<file path="config.mk">
export PLATFORM = sky130hd
export DESIGN_NAME = leaf_out_arbiter
export DESIGN_NICKNAME = d
export VERILOG_FILES = /design/src/rtl/leaf_arb_pkg.sv /design/src/rtl/leaf_out_arbiter_rr_pick.sv /design/src/rtl/leaf_out_arbiter.sv
export SDC_FILE = /design/constraint.sdc
export NUM_CORES = 1
export LEC_CHECK = 0
export CAP_MARGIN = 15
export CELL_PAD_IN_SITES_DETAIL_PLACEMENT = 0
export CELL_PAD_IN_SITES_GLOBAL_PLACEMENT = 1
export CORE_MARGIN = 4
export CORE_UTILIZATION = 38
export CTS_CLUSTER_SIZE = 10
export DETAILED_ROUTE_END_ITERATION = 16
export PLACE_DENSITY_LB_ADDON = 0.1
export SYNTH_ARGS = -nofsm -noshare
export SYNTH_HDL_FRONTEND = slang
export SYNTH_HIERARCHICAL = 1
export SYNTH_SLANG_ARGS = --single-unit
</file>
<file path="constraint.sdc">
create_clock -name clk_user -period 8.9 [get_ports clk_user]
set_clock_uncertainty 0.15 [all_clocks]
set_input_delay 0.89 -clock clk_user [delete_from_list [all_inputs] [get_ports clk_user]]
set_output_delay 0.89 -clock clk_user [all_outputs]
set_load 0.05 [all_outputs]
</file>
<file path="src/rtl/leaf_arb_pkg.sv">
// Shared constants and output-slot state encoding for the leaf output arbiter.
package leaf_arb_pkg;
    localparam int INIT_CREDIT_DEFAULT   = 64;
    localparam int NUM_PORT_BITS_DEFAULT = 4;

    typedef enum logic {
        EMPTY = 1'b0,
        FULL  = 1'b1
    } state_t;
endpackage

</file>
<file path="src/rtl/leaf_out_arbiter_rr_pick.sv">
// Combinational rotate-priority picker: first requester after 'last', wrapping modulo NUM_PORTS.
module rr_pick #(
    parameter int NUM_PORTS     = 3,
    parameter int NUM_PORT_BITS = 4
) (
    input  logic [NUM_PORTS-1:0]     req,
    input  logic [NUM_PORT_BITS-1:0] last,
    output logic [NUM_PORTS-1:0]     gnt,
    output logic [NUM_PORT_BITS-1:0] gnt_idx,
    output logic                     any
);
    always_comb begin
        int idx;
        idx     = 0;
        gnt     = '0;
        gnt_idx = '0;
        any     = 1'b0;
        for (int k = 1; k <= NUM_PORTS; k++) begin
            idx = (int'(last) + k) % NUM_PORTS;
            if (!any && req[idx]) begin
                any      = 1'b1;
                gnt[idx] = 1'b1;
                gnt_idx  = NUM_PORT_BITS'(idx);
            end
        end
    end
endmodule

</file>
<file path="src/rtl/leaf_out_arbiter.sv">
// Round-robin merge of NUM_PORTS credit-gated user streams into one port-tagged registered stream.
// One-cycle ack-to-valid latency; a new word may be granted in the same cycle the held one is accepted.
module leaf_out_arbiter
    import leaf_arb_pkg::*;
#(
    parameter int NUM_PORTS     = 3,
    parameter int PAYLOAD_BITS  = 32,
    parameter int NUM_PORT_BITS = NUM_PORT_BITS_DEFAULT,
    parameter int CREDIT_BITS   = 8,
    parameter int INIT_CREDIT   = INIT_CREDIT_DEFAULT
) (
    input  logic                              clk_user,
    input  logic                              reset,
    input  logic [NUM_PORTS*PAYLOAD_BITS-1:0] din_user,
    input  logic [NUM_PORTS-1:0]              vld_user,
    output logic [NUM_PORTS-1:0]              ack_user,
    output logic [PAYLOAD_BITS-1:0]           dout,
    output logic [NUM_PORT_BITS-1:0]          dout_port,
    output logic                              dout_vld,
    input  logic                              dout_ack,
    input  logic [NUM_PORTS-1:0]              credit_ret,
    output logic                              cred_err
);
    localparam logic [CREDIT_BITS-1:0] CRED_MAX = CREDIT_BITS'(INIT_CREDIT);
    localparam logic [CREDIT_BITS-1:0] CRED_ONE = CREDIT_BITS'(1);

    state_t                     state_q;
    logic [PAYLOAD_BITS-1:0]    dout_q;
    logic [PAYLOAD_BITS-1:0]    sel_dat;
    logic [NUM_PORT_BITS-1:0]   port_q;
    logic [NUM_PORT_BITS-1:0]   last_q;
    logic [NUM_PORT_BITS-1:0]   gnt_idx;
    logic [NUM_PORTS-1:0]       elig;
    logic [NUM_PORTS-1:0]       req;
    logic [NUM_PORTS-1:0]       gnt;
    logic [NUM_PORTS-1:0]       ovf;
    logic                       any;
    logic                       slot_free;
    logic                       cred_err_q;

    // Reset also suppresses acks so no word is accepted that cannot be registered.
    assign slot_free = !reset && ((state_q == EMPTY) || dout_ack);
    assign req       = slot_free ? elig : '0;

    rr_pick #(
        .NUM_PORTS    (NUM_PORTS),
        .NUM_PORT_BITS(NUM_PORT_BITS)
    ) u_pick (
        .req    (req),
        .last   (last_q),
        .gnt    (gnt),
        .gnt_idx(gnt_idx),
        .any    (any)
    );

    always_comb begin
        sel_dat = '0;
        for (int i = 0; i < NUM_PORTS; i++) begin
            if (gnt[i]) sel_dat = din_user[i*PAYLOAD_BITS +: PAYLOAD_BITS];
        end
    end

    for (genvar i = 0; i < NUM_PORTS; i++) begin : g_cred
        logic [CREDIT_BITS-1:0] credit_q;
        logic [CREDIT_BITS-1:0] credit_d;
        logic                   ovf_d;

        always_comb begin
            credit_d = credit_q;
            ovf_d    = 1'b0;
            if (gnt[i] && !credit_ret[i]) begin
                credit_d = credit_q - CRED_ONE;
            end else if (!gnt[i] && credit_ret[i]) begin
                if (credit_q == CRED_MAX) ovf_d = 1'b1;
                else                      credit_d = credit_q + CRED_ONE;
            end
        end

        always_ff @(posedge clk_user or posedge reset) begin
            if (reset) credit_q <= CRED_MAX;
            else       credit_q <= credit_d;
        end

        assign elig[i] = vld_user[i] && (credit_q != '0);
        assign ovf[i]  = ovf_d;
    end

    always_ff @(posedge clk_user or posedge reset) begin
        if (reset) begin
            state_q    <= EMPTY;
            dout_q     <= '0;
            port_q     <= '0;
            last_q     <= NUM_PORT_BITS'(NUM_PORTS - 1);
            cred_err_q <= 1'b0;
        end else begin
            if (any) begin
                state_q <= FULL;
                dout_q  <= sel_dat;
                port_q  <= gnt_idx;
                last_q  <= gnt_idx;
            end else if ((state_q == FULL) && dout_ack) begin
                state_q <= EMPTY;
            end
            cred_err_q <= cred_err_q | (|ovf);
        end
    end

    assign ack_user  = gnt;
    assign dout      = dout_q;
    assign dout_port = port_q;
    assign dout_vld  = (state_q == FULL);
    assign cred_err  = cred_err_q;
endmodule

</file>
# Yosys cells after proc, flatten, opt, wreduce, memory -nomap -nowiden
# Cells that the tools add are included.
[totals]
reg_bits = 66
[op_classes]
order_cmp = 6
n_mux = 48
eq_ne = 6
add_sub_neg = 9
bitwise = 4
reduce_logical = 37
n_div = 3
[ops]
columns = ["op", "n"]
rows = [
  [">= comparator 32 x 1 -> 1 bit (second input constant)", 3],
  ["less-than comparator 32 x 4 -> 1 bit (second input constant)", 3],
  ["modulo 32 x 3 -> 32 bit (second input constant)", 3],
  ["two-way mux 32 bit", 3],
  ["two-way mux 8 bit", 9],
  ["adder 8 x 1 -> 8 bit (second input constant)", 3],
  ["== test 8 x 7 -> 1 bit (second input constant)", 3],
  ["nonzero test 8 bit", 3],
  ["subtractor 8 x 1 -> 8 bit (second input constant)", 3],
  ["two-way mux 1 bit", 23],
  ["logical AND 1 bit", 16],
  ["two-way mux 3 bit", 4],
  ["two-way mux 4 bit", 3],
  ["adder 4 x 2 -> 5 bit (second input constant)", 2],
  ["logical NOT 1 bit", 9],
  ["nonzero test 2 bit", 4],
  ["binary-select mux 1 bit (select 2 bit)", 3],
  ["demux 1 bit (select 2 bit)", 3],
  ["!= test 2 bit (second input constant)", 3],
  ["bitwise OR 3 bit", 2],
  ["AND reduction 2 bit", 3],
  ["adder 4 x 1 -> 5 bit (second input constant)", 1],
  ["OR reduction 3 bit", 1],
  ["logical OR 1 bit", 1],
  ["other kinds (2)", 2],
]

# Logic depth before layout (Yosys ltp)
[depth]
ltp_word = 20
depth_mapped = 33
depth_no_buf = 30

# By module
# The synthesis kept the hierarchy.
[by_module_without_submodules]
columns = ["module", "area_each_um2", "cells_each", "seq_area_each_um2", "n_inst"]
rows = [
  ["leaf_out_arbiter", 4157.7, 454, 1581.5, 1],
  ["rr_pick", 2243.4, 323, 0.0, 1],
]

# Least setup slack after synthesis
# OpenSTA, ideal clock, no wires.
[synth_timing]
kind = "reg-to-reg"
startpoint = "register last_q[1]"
endpoint = "register g_cred[0].credit_q[6]"
period_less_slack_ns = 7.518
stages_incl_launch_ff = 33
path_buffers = 4
setup_time_ns = 0.075
setup_slack_ns = 1.382
arrival_ns = 7.293
cell_sequence = "dfstp_2 -> ha_1 -> buf_6 -> buf_2 -> xor2_1 -> ha_1 -> buf_2 -> or3b_1 -> a22o_1 -> o2111ai_1 -> nand3_2 -> ha_1 -> o31ai_2 -> nand3b_1 -> a21oi_2 -> xnor2_2 -> ha_1 -> nor2_1 -> o311a_4 -> nand2_8 -> mux2i_1 -> nor4b_2 -> a221o_1 -> ha_1 -> buf_4 -> xor2_1 -> ha_1 -> a21boi_0 -> o22ai_1 -> a211oi_1 -> a211oi_1 -> o32ai_1 -> xor2_1"
[synth_via]
elab_chain_len = 16
elab_cells_between_ends = 48
classes_between = "3 x add/sub; 3 x div; 6 x order compare; 1 x eq/ne; 21 x mux; 2 x bitwise; 12 x reduce/logical"
[synth_rtl]
columns = ["item", "line", "text"]
rows = [
  ["start: declaration", "leaf_out_arbiter.sv:31", "logic [NUM_PORT_BITS-1:0] last_q;"],
  ["start signal: assignment", "leaf_out_arbiter.sv:93", "last_q <= NUM_PORT_BITS'(NUM_PORTS - 1);"],
  ["start signal: assignment", "leaf_out_arbiter.sv:100", "last_q <= gnt_idx;"],
  ["branches (longest 11 deep; another with modulo 32 x 3 -> 32 bit)", "-", ""],
  ["two-way mux 3 bit *", "leaf_out_arbiter_rr_pick.sv:20", "if (!any && req[idx]) begin"],
  ["via ack_user[0]", "leaf_out_arbiter.sv:16", "output logic [NUM_PORTS-1:0] ack_user,"],
  ["logical NOT 1 bit", "leaf_out_arbiter.sv:73", "end else if (!gnt[i] && credit_ret[i]) begin"],
  ["logical AND 1 bit", "leaf_out_arbiter.sv:73", ""],
  ["nonzero test 2 bit (no source line)", "-", ""],
  ["AND reduction 2 bit (no source line)", "-", ""],
  ["end signal: assignment", "leaf_out_arbiter.sv:81", "else credit_q <= credit_d;"],
  ["end: declaration", "leaf_out_arbiter.sv:64", "logic [CREDIT_BITS-1:0] credit_q;"],
]
# Mark *: on every way through the listed nets, which the timed path passes. The select of a mux whose other input is x is not followed.
# A chain may end at the register's enable or synchronous reset.

# Worst setup path in the final report
[layout_timing]
startpoint = "register last_q[1]"
endpoint = "output port ack_user[2]"
[layout_via]
elab_chain_len = 12
elab_cells_between_ends = 41
classes_between = "3 x add/sub; 3 x div; 6 x order compare; 20 x mux; 2 x bitwise; 7 x reduce/logical"
[layout_rtl]
columns = ["item", "line"]
rows = [
  ["branches (longest 11 deep; another with modulo 32 x 3 -> 32 bit)", "-"],
  ["two-way mux 3 bit *", "leaf_out_arbiter_rr_pick.sv:20"],
  ["end: declaration", "leaf_out_arbiter.sv:16"],
]
# Every way passes the cells marked *. The select of a mux whose other input is x is not followed.

==> flow_results.org <==
** Status
- Result of the run :: finished, final reports clean

** GRT
- Global routing finished with a remaining overflow of 0.
- First-pass GRT wire length :: 30.8 mm
- The number of antenna violations at the first check in global routing came to 0.
- Pin count of the biggest net entering global routing :: 64
- Global router's overall resource usage :: 0.201
- The via count of the first global-routing pass is 6,101.

** Detailed routing
- Dividing the detail-routed wire length by the instance count gives 17.0 µm.
- The count of nets left with antenna violations once routing finished came out at 0.
- DR DRC count :: 0
- The first routing iteration left 313 violations.
- After detailed routing, the number of vias per cell comes to 5.56.
- The pre-antenna-repair detailed-routing pass consisted of 4 iterations.
- Via count :: 6,199
- After detailed routing, the total wire length is 18.9 mm.

** Clock tree
- Clock insertion delay at the later pin of the skew report :: 340 ps
- Clock-pin slew was measured on the worst setup and hold paths at 60 ps.
- The clock passes through at most 2 buffers.
- TritonCTS created 9 clock buffers.
- H-tree level count :: 3
- Post-CTS repair changed the size of 0 cells.
- Setup repair bufs after CTS :: 0
- The tree is rooted in a sky130_fd_sc_hd__clkbuf_16.
- TritonCTS clock tree :: built
- In this run, post-CTS hold repair placed 0 buffers.
- The clock net in this run drives a total of 63 sinks.

** Synthesis
- Number of unique standard cell types used by synthesis :: 98
- Among all flip-flop cells after synthesis, the most frequent one is sky130_fd_sc_hd__dfrtp_1.
- Counting flops with an async set or reset pin after synthesis yields a share of 1.00.
- Number of warnings printed during yosys synthesis :: 6
- EDFF count, synth :: 0
- Flip-flop and latch count after synthesis :: 63
- Post-synthesis instance area :: 0.00640 mm²
- When the netlist entered floorplanning its net count stood at 914.
- Avg Cell Area, Syn :: 8.24 µm²
- In the synthesized netlist, the number of instances is 777.
- For this run, the register share of the synthesized area comes to 0.247.

** Die
- Pin placement for this block handled 146 I/O pins.
- In this run the horizontal extent of the chip is 138 µm.
- The initialized floorplan defines 47 standard-cell rows.
- Area of the core :: 0.0165 mm²
- Initial Util :: 0.387
- The die covers 0.0190 mm².
- The die is 138 µm tall.

** Timing
- Unrepaired setup endpoints after global routing :: no
- Setup violation total in the final timing report :: 0
- In this run the tightest slew margin relative to its limit is 0.436.
- Clock period minus final worst setup slack :: 8210 ps
- Number of failing hold endpoints at the final stage :: 0
- Setup Total Neg Slack :: 0 ps
- Actual transition at the worst max-transition pin :: 838 ps
- Final worst setup slack :: 688 ps
- The number of max-slew violations in the final report came to 0.
- Final period util :: 0.923
- Derived from the worst setup path, the maximum achievable clock frequency is 122 MHz.

** Setup path
- The signal on the critical path passes through inv_1 -> ha_1 -> a21oi_4 -> xnor2_2 -> inv_1 -> ha_1 -> nor2b_1 -> a21oi_1 -> o22a_1 -> nand3_1 -> ha_1 -> or3_1 -> or3_1 -> xnor2_1 -> inv_1 -> ha_1 -> nor4b_4 -> mux2_2 -> o21a_1 -> a221o_2 -> buf_4 -> clkdlybuf4s50_1.
- Largest fanout on the critical path :: 27
- Arrival time of data at the critical path endpoint :: 7170 ps
- The worst setup path is launched from a flop.
- Critical-path top delay cell :: sky130_fd_sc_hd__clkdlybuf4s50_1
- The largest single stage delay on the critical path is 730 ps.
- The worst setup path is captured at a primary output.
- Category of the most critical setup path :: reg -> out
- Worst EP required :: 7860 ps
- The most numerous cell type found on the critical path is sky130_fd_sc_hd__ha_1.

** Layout
- Final Instance Count excl. Fillers :: 1,114
- In the final layout, the share of cells above drive strength 1 is 0.119.
- Top library cells by usage in the layout, fill and taps aside :: 144 x sky130_fd_sc_hd__clkdlybuf4s50_1, 92 x sky130_fd_sc_hd__nand2_1, 59 x sky130_fd_sc_hd__o21ai_0, 59 x sky130_fd_sc_hd__dfrtp_1, 42 x sky130_fd_sc_hd__inv_1
- In the final design database the tool counted 1,026 nets.
- From synthesis to final layout, the design area changed by 28.9%.
- 0 antenna diodes ended up in the layout.
- Most common cell after layout, fill and taps aside :: sky130_fd_sc_hd__clkdlybuf4s50_1

** Job
- Number of max-capacitance violations reported :: 0

** Place
- IO buf count :: 145
- At the placement stage, the worst setup path has a slack of 983 ps.
- Detailed placement HPWL :: 14.6 mm
- Placed Cells :: 1,098
- Final estimated routing congestion in global placement :: 0.883

** Power and ir drop
- Maximum VDD drop :: 0.000310 V
- Total Power :: 3640 µW
- Power per unit of standard cell area :: 441 mW/mm²
- Leakage component of the power :: 0.00344 µW

** Worst hold path
- Path class of the lowest-slack min-delay path :: reg -> reg
-- Yosys cell counts, types with 10 or more instances --
master	instances	area share
sky130_fd_sc_hd__a22oi_1	33	0.039
sky130_fd_sc_hd__nor2b_1	15	0.015
sky130_fd_sc_hd__and3_1	10	0.0098
sky130_fd_sc_hd__clkbuf_1	30	0.018
sky130_fd_sc_hd__xnor2_1	28	0.038
sky130_fd_sc_hd__dfrtp_1	59	0.23
sky130_fd_sc_hd__o21ai_0	59	0.046
sky130_fd_sc_hd__inv_1	43	0.025
sky130_fd_sc_hd__mux2i_1	11	0.017
sky130_fd_sc_hd__nor3_1	11	0.0086
sky130_fd_sc_hd__xor2_1	16	0.022
sky130_fd_sc_hd__a21oi_1	37	0.029
sky130_fd_sc_hd__mux2_2	39	0.069
sky130_fd_sc_hd__nor2_1	37	0.022
sky130_fd_sc_hd__buf_2	10	0.0078
sky130_fd_sc_hd__nand3_1	16	0.013
sky130_fd_sc_hd__ha_1	32	0.063
sky130_fd_sc_hd__nand2_1	92	0.054
-- flip-flops by register name, indices dropped and copies added (netlist names) --
register	cells
g_cred.credit_q	24
last_q	1
dout	32
dout_port	4
dout_vld	1
cred_err	1
-- stage by stage --
| stage | area [µm²] | hold slack (ps) | util |
|---|---|---|---|
| floorplan | 6400 | 293 | - |
| global placement | 7930 | 321 | 0.480 |
| detailed placement | 7930 | 323 | 0.480 |
| CTS | 8250 | 333 | 0.499 |
| global route | 8250 | 366 | 0.499 |
| finish | 8250 | 330 | 0.499 |
-- path summary, 6_finish.rpt --
| path | start | endpoint | slack [ps] | depth (start not counted) |
|---|---|---|---|---|
| worst max-delay path | last_q[1] | ack_user[2] | 690 | 22 |
| worst min-delay path | g_cred[1].credit_q[7] | g_cred[1].credit_q[7] | 330 | 1 |
| worst max register to register | last_q[1] | g_cred[2].credit_q[6] | 890 | 29 |
| worst min register to register | g_cred[1].credit_q[7] | g_cred[1].credit_q[7] | 330 | 1 |
| max in group asynchronous | reset | dout[28] | 7060 | 3 |
| min in group asynchronous | reset | g_cred[1].credit_q[5] | 1000 | 3 |
-- report_power, final --
group / switching [µW] / internal (µW)
clock network: 142 / 235
registers: 150 / 403
logic: 1570 / 1140
total: 1860 / 1780
-- cell type report --
type                            count  area, µm²
Multi-Input combinational cell    613       4370
Fill cell                        1524       8280
Inverter                           46        173
Clock inverter                      5       63.8
Timing Repair Buffer              156       1530
Sequential cell                    63       1580
Tap cell                          220        275
Clock buffer                       11        253
-- kinds of logic (layout without fill, tap and decap cells) --
kind of cell,after synthesis,after routing,synth area share
DFF,63,63,0.247
AOI/OAI and AO/OA,234,234,0.257
muxes,51,51,0.0882
xor gates and xnor gates,46,46,0.0653
and+or+nand+nor,250,250,0.209
buffers and inverters,101,218,0.0708
adders and majority gates,32,32,0.0625
-- layer usage --
metal  up-vias  share of wire  global-route usage  wire [µm]
met4         0          0.015              0.0587        291
met1      2951           0.44               0.262       8270
li1       3052              -                   -          -
met2       172           0.49               0.335       9250
met3        24          0.058              0.0442       1100
met5         -              0                   0          0
-- worst max-delay path, delay by kind of cell (launching register included) --
kind | cells | cell delay (ps)
AND/OR/NAND/NOR | 5 | 1550
buffers and inverters | 5 | 1440
adder cells (fa/ha/maj) | 4 | 1210
AO/OA/AOI/OAI | 5 | 1130
flip-flops | 1 | 680
multiplexers | 1 | 440
XOR/XNOR | 2 | 390
Power figures use the tool's default switching activity.
